**src/rtl/filter_line_engine.sv**
```systemverilog
// Line sequencer + 3-tap [1 2 1]/4 edge-clamped filter between the sdram read port A and write port B.
// Optional sharpen mode (mode port) is built only when FILTER_SHARPEN_EN is defined.
module filter_line_engine #(
  parameter int ADDR_W = 16,
  parameter int DATA_W = 8
) (
  input  logic              clk,
  input  logic              rst,
  input  logic              start,
  input  logic [ADDR_W-1:0] src_base,
  input  logic [ADDR_W-1:0] dst_base,
  input  logic [ADDR_W-1:0] length,
`ifdef FILTER_SHARPEN_EN
  input  logic              mode,
`endif
  output logic              busy,
  output logic              done,
  output logic [ADDR_W-1:0] address_a,
  output logic [ADDR_W-1:0] address_b,
  output logic [DATA_W-1:0] data_a,
  output logic [DATA_W-1:0] data_b,
  output logic              wren_a,
  output logic              wren_b,
  input  logic [DATA_W-1:0] q_a,
  input  logic [DATA_W-1:0] q_b
);

  typedef enum logic [1:0] {
    IDLE  = 2'd0,
    READ  = 2'd1,
    DRAIN = 2'd2,
    DONE  = 2'd3
  } state_t;

  state_t              state_q;
  logic [ADDR_W+1:0]   cyc_q;
  logic [ADDR_W-1:0]   len_q;
  logic [ADDR_W-1:0]   src_q;
  logic [ADDR_W-1:0]   wrAddr_q;
  logic [DATA_W-1:0]   pixCur_q;
  logic [DATA_W-1:0]   pixPrev_q;
  logic                busy_q;
  logic                done_q;
  logic [ADDR_W-1:0]   addrA_q;
  logic [ADDR_W-1:0]   addrB_q;
  logic [DATA_W-1:0]   dataB_q;
  logic                wrenB_q;
`ifdef FILTER_SHARPEN_EN
  logic                mode_q;
`endif

  logic [ADDR_W+1:0]   lenExt;
  logic                nextValid;
  logic [DATA_W-1:0]   tapLeft;
  logic [DATA_W-1:0]   tapRight;
  logic [DATA_W+1:0]   blurSum;
  logic [DATA_W-1:0]   pixOut_d;
  logic                unusedQb;

  assign lenExt   = {2'b00, len_q};
  assign unusedQb = ^q_b;

  // During the cycle cyc_q = i+3 the filter emits y[i]; q_a then holds x[i+1] unless i is the last pixel.
  always_comb begin
    nextValid = (cyc_q <= lenExt + 1'b1);
    tapLeft   = (cyc_q == 3) ? pixCur_q : pixPrev_q;
    tapRight  = nextValid ? q_a : pixCur_q;
    blurSum   = {2'b00, tapLeft} + {1'b0, pixCur_q, 1'b0} + {2'b00, tapRight};
    pixOut_d  = blurSum[DATA_W+1:2];
  end

`ifdef FILTER_SHARPEN_EN
  logic [DATA_W:0]          pairSum;
  logic signed [DATA_W+2:0] sharpDiff;
  logic [DATA_W-1:0]        sharpOut;

  always_comb begin
    pairSum   = {1'b0, tapLeft} + {1'b0, tapRight};
    sharpDiff = $signed({2'b00, pixCur_q, 1'b0}) - $signed({3'b000, pairSum[DATA_W:1]});
    sharpOut  = sharpDiff[DATA_W-1:0];
    if (sharpDiff[DATA_W+2]) begin
      sharpOut = '0;
    end else if (|sharpDiff[DATA_W+1:DATA_W]) begin
      sharpOut = '1;
    end
  end
`endif

  always_ff @(posedge clk) begin
    if (rst) begin
      state_q   <= IDLE;
      cyc_q     <= '0;
      len_q     <= '0;
      src_q     <= '0;
      wrAddr_q  <= '0;
      pixCur_q  <= '0;
      pixPrev_q <= '0;
      busy_q    <= 1'b0;
      done_q    <= 1'b0;
      addrA_q   <= '0;
      addrB_q   <= '0;
      dataB_q   <= '0;
      wrenB_q   <= 1'b0;
`ifdef FILTER_SHARPEN_EN
      mode_q    <= 1'b0;
`endif
    end else begin
      case (state_q)
        IDLE: begin
          done_q  <= 1'b0;
          wrenB_q <= 1'b0;
          if (start) begin
            src_q    <= src_base;
            wrAddr_q <= dst_base;
            len_q    <= length;
            cyc_q    <= {{(ADDR_W+1){1'b0}}, 1'b1};
`ifdef FILTER_SHARPEN_EN
            mode_q   <= mode;
`endif
            if (length != '0) begin
              state_q <= READ;
              busy_q  <= 1'b1;
              addrA_q <= src_base;
            end else begin
              state_q <= DONE;
              done_q  <= 1'b1;
            end
          end
        end

        READ, DRAIN: begin
          cyc_q <= cyc_q + 1'b1;
          if (state_q == READ) begin
            if (cyc_q < lenExt) begin
              addrA_q <= src_q + cyc_q[ADDR_W-1:0];
            end else begin
              state_q <= DRAIN;
            end
          end
          if (cyc_q >= 2 && cyc_q <= lenExt + 1'b1) begin
            pixPrev_q <= pixCur_q;
            pixCur_q  <= q_a;
          end
          // Each write lands three cycles after its centre pixel's read, so in-place jobs stay correct.
          if (cyc_q >= 3 && cyc_q <= lenExt + 2'd2) begin
            wrenB_q  <= 1'b1;
            addrB_q  <= wrAddr_q;
            wrAddr_q <= wrAddr_q + 1'b1;
`ifdef FILTER_SHARPEN_EN
            dataB_q  <= mode_q ? sharpOut : pixOut_d;
`else
            dataB_q  <= pixOut_d;
`endif
          end else begin
            wrenB_q <= 1'b0;
          end
          if (state_q == DRAIN && cyc_q == lenExt + 2'd3) begin
            state_q <= DONE;
            busy_q  <= 1'b0;
            done_q  <= 1'b1;
          end
        end

        DONE: begin
          done_q  <= 1'b0;
          wrenB_q <= 1'b0;
          state_q <= IDLE;
        end

        default: state_q <= IDLE;
      endcase
    end
  end

  assign busy      = busy_q;
  assign done      = done_q;
  assign address_a = addrA_q;
  assign address_b = addrB_q;
  assign data_b    = dataB_q;
  assign wren_b    = wrenB_q;
  assign data_a    = '0;
  assign wren_a    = 1'b0;

endmodule

```
**config.mk**
```make
export PLATFORM = sky130hd
export DESIGN_NAME = filter_line_engine
export DESIGN_NICKNAME = d
export VERILOG_FILES = /design/src/rtl/filter_line_engine.sv
export SDC_FILE = /design/constraint.sdc
export NUM_CORES = 1
export LEC_CHECK = 0
export CAP_MARGIN = 20
export CORE_MARGIN = 2
export CORE_UTILIZATION = 35
export CTS_BUF_LIST = sky130_fd_sc_hd__clkbuf_8
export DETAILED_ROUTE_END_ITERATION = 8
export HOLD_SLACK_MARGIN = 0.06
export PLACE_DENSITY_LB_ADDON = 0.3
export SLEW_MARGIN = 10
export SYNTH_ARGS = -nofsm -noshare
export SYNTH_HDL_FRONTEND = slang
export SYNTH_SLANG_ARGS = --single-unit
```
**constraint.sdc**
```tcl
create_clock -name clk -period 6.35 [get_ports clk]
set_input_delay 0.635 -clock clk [delete_from_list [all_inputs] [get_ports clk]]
set_output_delay 0.635 -clock clk [all_outputs]
set_load 0.02 [all_outputs]
```
==> results of run 1 <==
worst max path at each step:
stage               cells after the start  startpoint  slack (ns)   endpoint
detailed placement                     25    len_q[3]        0.75  data_b[7]
global route                           26    len_q[3]        0.16  data_b[5]
finish                                 25    len_q[3]        0.61  data_b[7]
CTS                                    25    len_q[3]        0.67  data_b[7]
floorplan                              26    len_q[3]        0.82  data_b[7]
global placement                       26    len_q[3]        0.88  data_b[7]
synthesized netlist by cell type, types with 5 or more instances:
cell type / n / area share
a211oi_1: 18 / 0.015
ha_1: 84 / 0.12
and2_1: 6 / 0.0041
a31oi_1: 6 / 0.0041
nor2_1: 110 / 0.046
and3_1: 10 / 0.0069
clkbuf_1: 47 / 0.019
o211ai_1: 7 / 0.0058
dfxtp_1: 127 / 0.28
nand4_1: 21 / 0.015
buf_2: 12 / 0.0066
nor2b_1: 8 / 0.0055
buf_4: 12 / 0.0099
or3_1: 13 / 0.0090
xor2_1: 15 / 0.015
inv_1: 56 / 0.023
a21oi_1: 98 / 0.054
mux2i_1: 60 / 0.066
o21a_1: 10 / 0.0083
or2_2: 8 / 0.0055
a21o_1: 26 / 0.022
nor3_1: 24 / 0.013
nand2b_1: 5 / 0.0035
o31ai_1: 6 / 0.0050
o32ai_1: 9 / 0.0087
nand3_1: 28 / 0.015
o21ai_0: 28 / 0.015
nand2_1: 120 / 0.050
nor4_1: 13 / 0.0090
o21ai_1: 6 / 0.0033
xnor2_1: 50 / 0.048
fa_1: 9 / 0.020
registers in the layout (all words and copies together) (netlist names), 2 cells and up:
name and flops:
address_b 16, wrAddr_q 16, data_b 8, pixPrev_q 8, address_a 16, src_q 16, state_q 2, cyc_q 18
len_q 16, pixCur_q 8
worst max-delay path, stage by stage (launching register included):
cell,delay [ns]
dfxtp_1,0.63
nand2_1,0.24
nor2_1,0.19
nand2_1,0.13
nor2_1,0.24
nand3_1,0.18
nor2_1,0.22
nand2_1,0.10
xnor2_1,0.14
ha_1,0.31
and4b_1,0.19
nand3_1,0.13
nor3_1,0.36
a21oi_1,0.11
mux2_2,0.30
fa_1,0.52
o2111ai_1,0.13
fa_1,0.43
nor2b_1,0.12
o21ai_0,0.11
a21boi_0,0.25
o21a_1,0.14
nor2_1,0.05
o21bai_1,0.13
a21oi_1,0.08
a211oi_1,0.23
where the power goes:
part | switching [µW] | total (µW) | internal (µW) | leakage (µW)
Clock | 352 | 791 | 439 | 0.000222
Combinational | 816 | 1380 | 562 | 0.00303
Sequential | 153 | 1080 | 931 | 0.00103
per-stage QoR:
step	total power (µW)	std cells	util	area (µm²)
final	3250	1535	0.423	10700
after global routing	3490	1535	0.423	10700
after CTS	3270	1534	0.423	10700
after detailed placement	2470	1502	0.406	10300
after global placement	2450	1502	0.406	10300
after floorplan	2080	1132	-	9090
cell type report:
cell class	count	area share
inverter	58	0.0203
multi-input combinational	873	0.559
sequential	127	0.237
tap	330	0.0385
timing repair buffer	115	0.104
clock buffer	18	0.0231
clock inverter	14	0.0179
routing by layer:
| metal | vias up | GRT usage | share of wire |
|---|---|---|---|
| li1 | 4103 | - | - |
| met1 | 3801 | 0.232 | 0.46 |
| met2 | 150 | 0.312 | 0.47 |
| met3 | 28 | 0.0419 | 0.051 |
| met4 | 0 | 0.0518 | 0.017 |
| met5 | - | 0 | 0 |
logic make-up after synthesis:
group,Yosys count,share of synthesized area
AO/OA/AOI/OAI,256,0.183
XOR/XNOR,66,0.0659
adder cells (fa/ha/maj),93,0.136
buffers and inverters,132,0.0622
flip-flops,127,0.281
multiplexers,63,0.0700
other,1,0.000414
AND/OR/NAND/NOR,386,0.202
==> reports/qor.csv, run 1 <==
stage,metric,value,unit
critical_path,required time worst endpoint,6.70,ns
synth,"Seq/Total Area, Yosys",0.281,
global_route,first-pass GRT wire length,39600,µm
critical_path,R2R setup slack,0.61,ns
timing,final setup TNS,0,ns
die,core area,25300,µm²
cts,# clock sinks,127,
synth,Ys Warns,0,
drt,Vias per Instance,5.27,
timing,final worst path period need,5.74,ns
global_route,pin count of the biggest net entering global routing,94,
power_and_ir_drop,PwrDens,303,nW/µm²
timing,Final Cycle Share,0.904,
placed_design,DP Worst Slack,0.746,ns
layout,# nets final,1352,
timing,Hold Fails Final Rpt,0,
timing,Layout Skew,0.0209,ns
die,Die H,165,µm
power_and_ir_drop,VDD IR max,0.000227,V
global_route,initial antenna violation count,0,
die,io pins,119,
global_route,grt ovf,0,
placed_design,GPL Wtd Cong,0.932,
timing,hold_ws,0.464,ns
die,Cell Rows,58,
synth,"EDFF count, synth",0,
die,Initial Utilization,0.358,
cts,Post-CTS Hold Buffers,0,
global_route,Total GRT Usage,0.183,
die,die area,27200,µm²
layout,synthesis-to-finish area growth,18.4,%
synth,prevailing post-synth register cell,dfxtp_1,
timing,final slew viol count,0,
cts,CTS root buf,clkbuf_8,
layout,Antenna Cells,0,
synth,asr flop ratio synth,0,
synth,"Distinct cells, synth",74,
layout,Fillers,2565,
critical_path,crit path capture type,register,
timing,relative slew slack,0.312,
hold_path,Hold WC Path Type,reg2reg,
layout,"commonest non-fill, non-tap cell in the layout",dfxtp_1,
synth,Post-Syn Instances,1124,
power_and_ir_drop,Pleak,0.00429,µW
cts,Inserted Clock Buffers,17,
cts,post-CTS sizing,0,
layout,FF+latch area,2540,µm²
synth,Mapped Area,9060,µm²
cts,H-tree Lvls,4,
critical_path,Critical Path AT,6.09,ns
job,max-cap violations,0,
cts,clock latency on the worst-skew pair,0.45,ns
placed_design,Detail Placement HPWL,17700,µm
cts,Max clock buf depth,2,
timing,Finish-stage setup viols,0,
timing,setup ws final,0.608,ns
drt,drt pass-1 iters,5,
layout,share of post-route cells with drive strength above 1,0.0539,
critical_path,CP Launch Type,register,
drt,1st-iter DRT viols,397,
cts,CTS tree,built,
placed_design,I/O Buffers,101,
layout,Multi-input gate area,6000,µm²
hold_path,hold path cells,2,
drt,Post-route DRC,0,
drt,Routed Antenna Nets,0,
synth,Synth Register Bits,127,
timing,Max Clock Freq,174,MHz
cts,Post-CTS Setup Bufs,0,
synth,Syn Area/Cell,8.06,µm²
hold_path,hold path start,src_q[7],
timing,worst-margin pin slew,1.03,ns
timing,RSZ-0062 raised after global routing,false,
drt,WL/cell,16.0,µm
die,die width,165,µm
drt,WL final,24500,µm
critical_path,R2R Path End,data_b[7],
critical_path,Crit Path Category,reg2reg,
status,outcome,"finished, final reports clean",
critical_path,RR Startpoint,len_q[3],
layout,"commonest non-fill, non-tap cells in the layout","dfxtp_1, nand2_1, nor2_1",
global_route,vias in the first global route,7901,
hold_path,hold path endpoint,src_q[7],
critical_path,worst reg2reg path depth,25,
critical_path,CP max FO,12,
drt,via count,8082,
cts,Worst-path clk slew,0.08,ns
Power figures use the tool's default switching activity.
==> run 2: changes to the inputs <==
Settings changed: GPL_ROUTABILITY_DRIVEN set to 1, PLACE_DENSITY_LB_ADDON 0.3 to unset.
==> run 2 against run 1 <==
Against the previous run:
- cell count hardly changed
- sequential power hardly changed
- largest power group unchanged
- critical endpoint unchanged
- combinational power hardly changed
- fmax is 1.4% higher
- critical path depth stayed put
- sequential share of layout area is 0.16 points higher
- utilization is 0.28 points lower
==> reports/qor.csv, run 2 (same netlist as run 1, synthesis figures left out) <==
stage,metric,value,unit
timing,final worst path period need,5.66,ns
timing,relative slew slack,0.320,
layout,# nets final,1352,
placed_design,Cells after DPL,1502,
critical_path,most used cell along the critical path,nor2_1,
drt,met3 wire length,1240,µm
cts,H-tree Lvls,4,
drt,WL final,24400,µm
drt,Post-route DRC,0,
drt,Routed Antenna Nets,0,
placed_design,Detail Placement HPWL,17900,µm
power_and_ir_drop,Clk pwr share,0.216,
layout,"commonest non-fill, non-tap cells in the layout","dfxtp_1, nand2_1, nor2_1",
timing,Final Cycle Share,0.892,
critical_path,slowest CP cell,dfxtp_1,
critical_path,crit path capture type,register,
placed_design,I/O Buffers,101,
layout,synthesis-to-finish area growth,17.6,%
die,die width,165,µm
status,outcome,"finished, final reports clean",
power_and_ir_drop,VDD IR max,0.000160,V
cts,Inserted Clock Buffers,17,
layout,max reg flops,18,
power_and_ir_drop,Sw Share,0.417,
drt,via count,8125,
timing,final slew viol count,0,
global_route,first-pass GRT wire length,40100,µm
layout,FF+latch area,2540,µm²
power_and_ir_drop,Gate power share,0.437,
drt,WL met1,11500,µm
critical_path,worst reg2reg path depth,25,
drt,routed length on met2,11200,µm
layout,Antenna Cells,0,
timing,final setup TNS,0,ns
hold_path,Hold WC Path Type,reg2reg,
job,max-cap violations,0,
power_and_ir_drop,sequential power share,0.346,
critical_path,CP Launch Type,register,
cts,post-CTS sizing,0,
hold_path,hold path cells,2,
power_and_ir_drop,P_sw,1310,µW
timing,Max Clock Freq,177,MHz
global_route,grt ovf,0,
power_and_ir_drop,PwrDens,295,nW/µm²
timing,RSZ-0062 raised after global routing,false,
global_route,vias in the first global route,7800,
drt,drt pass-1 iters,5,
die,core area,25300,µm²
global_route,pin count of the biggest net entering global routing,78,
layout,share of post-route cells with drive strength above 1,0.0532,
placed_design,GPL Wtd Cong,0.941,
drt,WL/cell,15.9,µm
timing,worst-margin pin slew,1.02,ns
critical_path,required time worst endpoint,6.71,ns
global_route,initial antenna violation count,0,
timing,Layout Skew,0.0141,ns
cts,CTS tree,built,
cts,Post-CTS Setup Bufs,0,
layout,Multi-input gate area,6000,µm²
timing,Finish-stage setup viols,0,
die,Initial Utilization,0.358,
drt,1st-iter DRT viols,426,
drt,Vias per Instance,5.30,
critical_path,Critical Path AT,6.02,ns
power_and_ir_drop,"Power, Total",3140,µW
layout,fin cells,1534,
critical_path,CP max FO,12,
critical_path,worst stage delay on the critical path,0.62,ns
layout,Fillers,2546,
timing,Hold Fails Final Rpt,0,
cts,CTS root buf,clkbuf_8,
layout,Reg with most FFs,cyc_q,
cts,Worst-path clk slew,0.08,ns
global_route,Total GRT Usage,0.185,
die,Die H,165,µm
power_and_ir_drop,Pleak,0.00426,µW
cts,clock latency on the worst-skew pair,0.45,ns
die,Cell Rows,58,
cts,# clock sinks,127,
drt,uppermost layer routed,met4,
power_and_ir_drop,Pint,1830,µW
die,io pins,119,
die,die area,27200,µm²
cts,Max clock buf depth,2,
cts,Post-CTS Hold Buffers,0,
layout,"commonest non-fill, non-tap cell in the layout",dfxtp_1,
critical_path,Crit Path Category,reg2reg,
-- run 2: cell types whose count changed in the layout (fill, tap and decap cells not counted), sizes merged --
| cell | change |
|---|---|
| bufinv | -3 |
| clkbuf | +2 |
| clkinvlp | +1 |
| inv | -1 |
-- run 2: final cells by class --
class,instances,share of cell area
Clock inverter,11,0.00869
Multi-Input combinational cell,873,0.563
Tap cell,330,0.0388
Inverter,58,0.0204
Timing Repair Buffer,115,0.105
Clock buffer,20,0.0258
Sequential cell,127,0.239
-- run 2: metal layers --
layer | vias to the layer above | global-route usage
met5 | - | 0
met4 | 0 | 0.0514
met3 | 35 | 0.0397
met2 | 179 | 0.301
met1 | 3812 | 0.248
li1 | 4099 | -
-- run 2: stage by stage --
stage / setup slack [ns] / hold WS (ns) / utilization / area [µm²]
4_1_cts: 0.741 / 0.467 / 0.420 / 10600
3_5_place_dp: 0.795 / 0.456 / 0.406 / 10300
2_1_floorplan: 0.821 / 0.440 / - / 9090
3_3_place_gp: 0.890 / 0.448 / 0.406 / 10300
6_report: 0.687 / 0.466 / 0.421 / 10700
5_1_grt: 0.171 / 0.480 / 0.421 / 10700
-- run 2: worst paths after layout --
path	from	endpoint	slack (ns)
setup reg to reg	len_q[3]	data_b[7]	0.69
setup / recovery	len_q[3]	data_b[7]	0.69
hold reg to reg	src_q[0]	src_q[0]	0.47
hold / removal	src_q[0]	src_q[0]	0.47
-- run 2: power by group through the flow --
stage / Sequential, µW / Clock, µW / Combinational (µW)
after floorplan: 1080 / 0 / 993
after global placement: 1100 / 0 / 1350
after detailed placement: 1100 / 0 / 1370
after CTS: 1080 / 697 / 1380
after global routing: 1110 / 730 / 1540
final: 1090 / 678 / 1370
-- run 2: worst max-delay path, delay by kind of cell (launching register included) --
family	cells	cell delay, ns
compound gates	8	1.18
xor+xnor	1	0.13
fa+ha+maj	3	1.23
flops	1	0.62
mux	1	0.30
simple gates	12	2.12
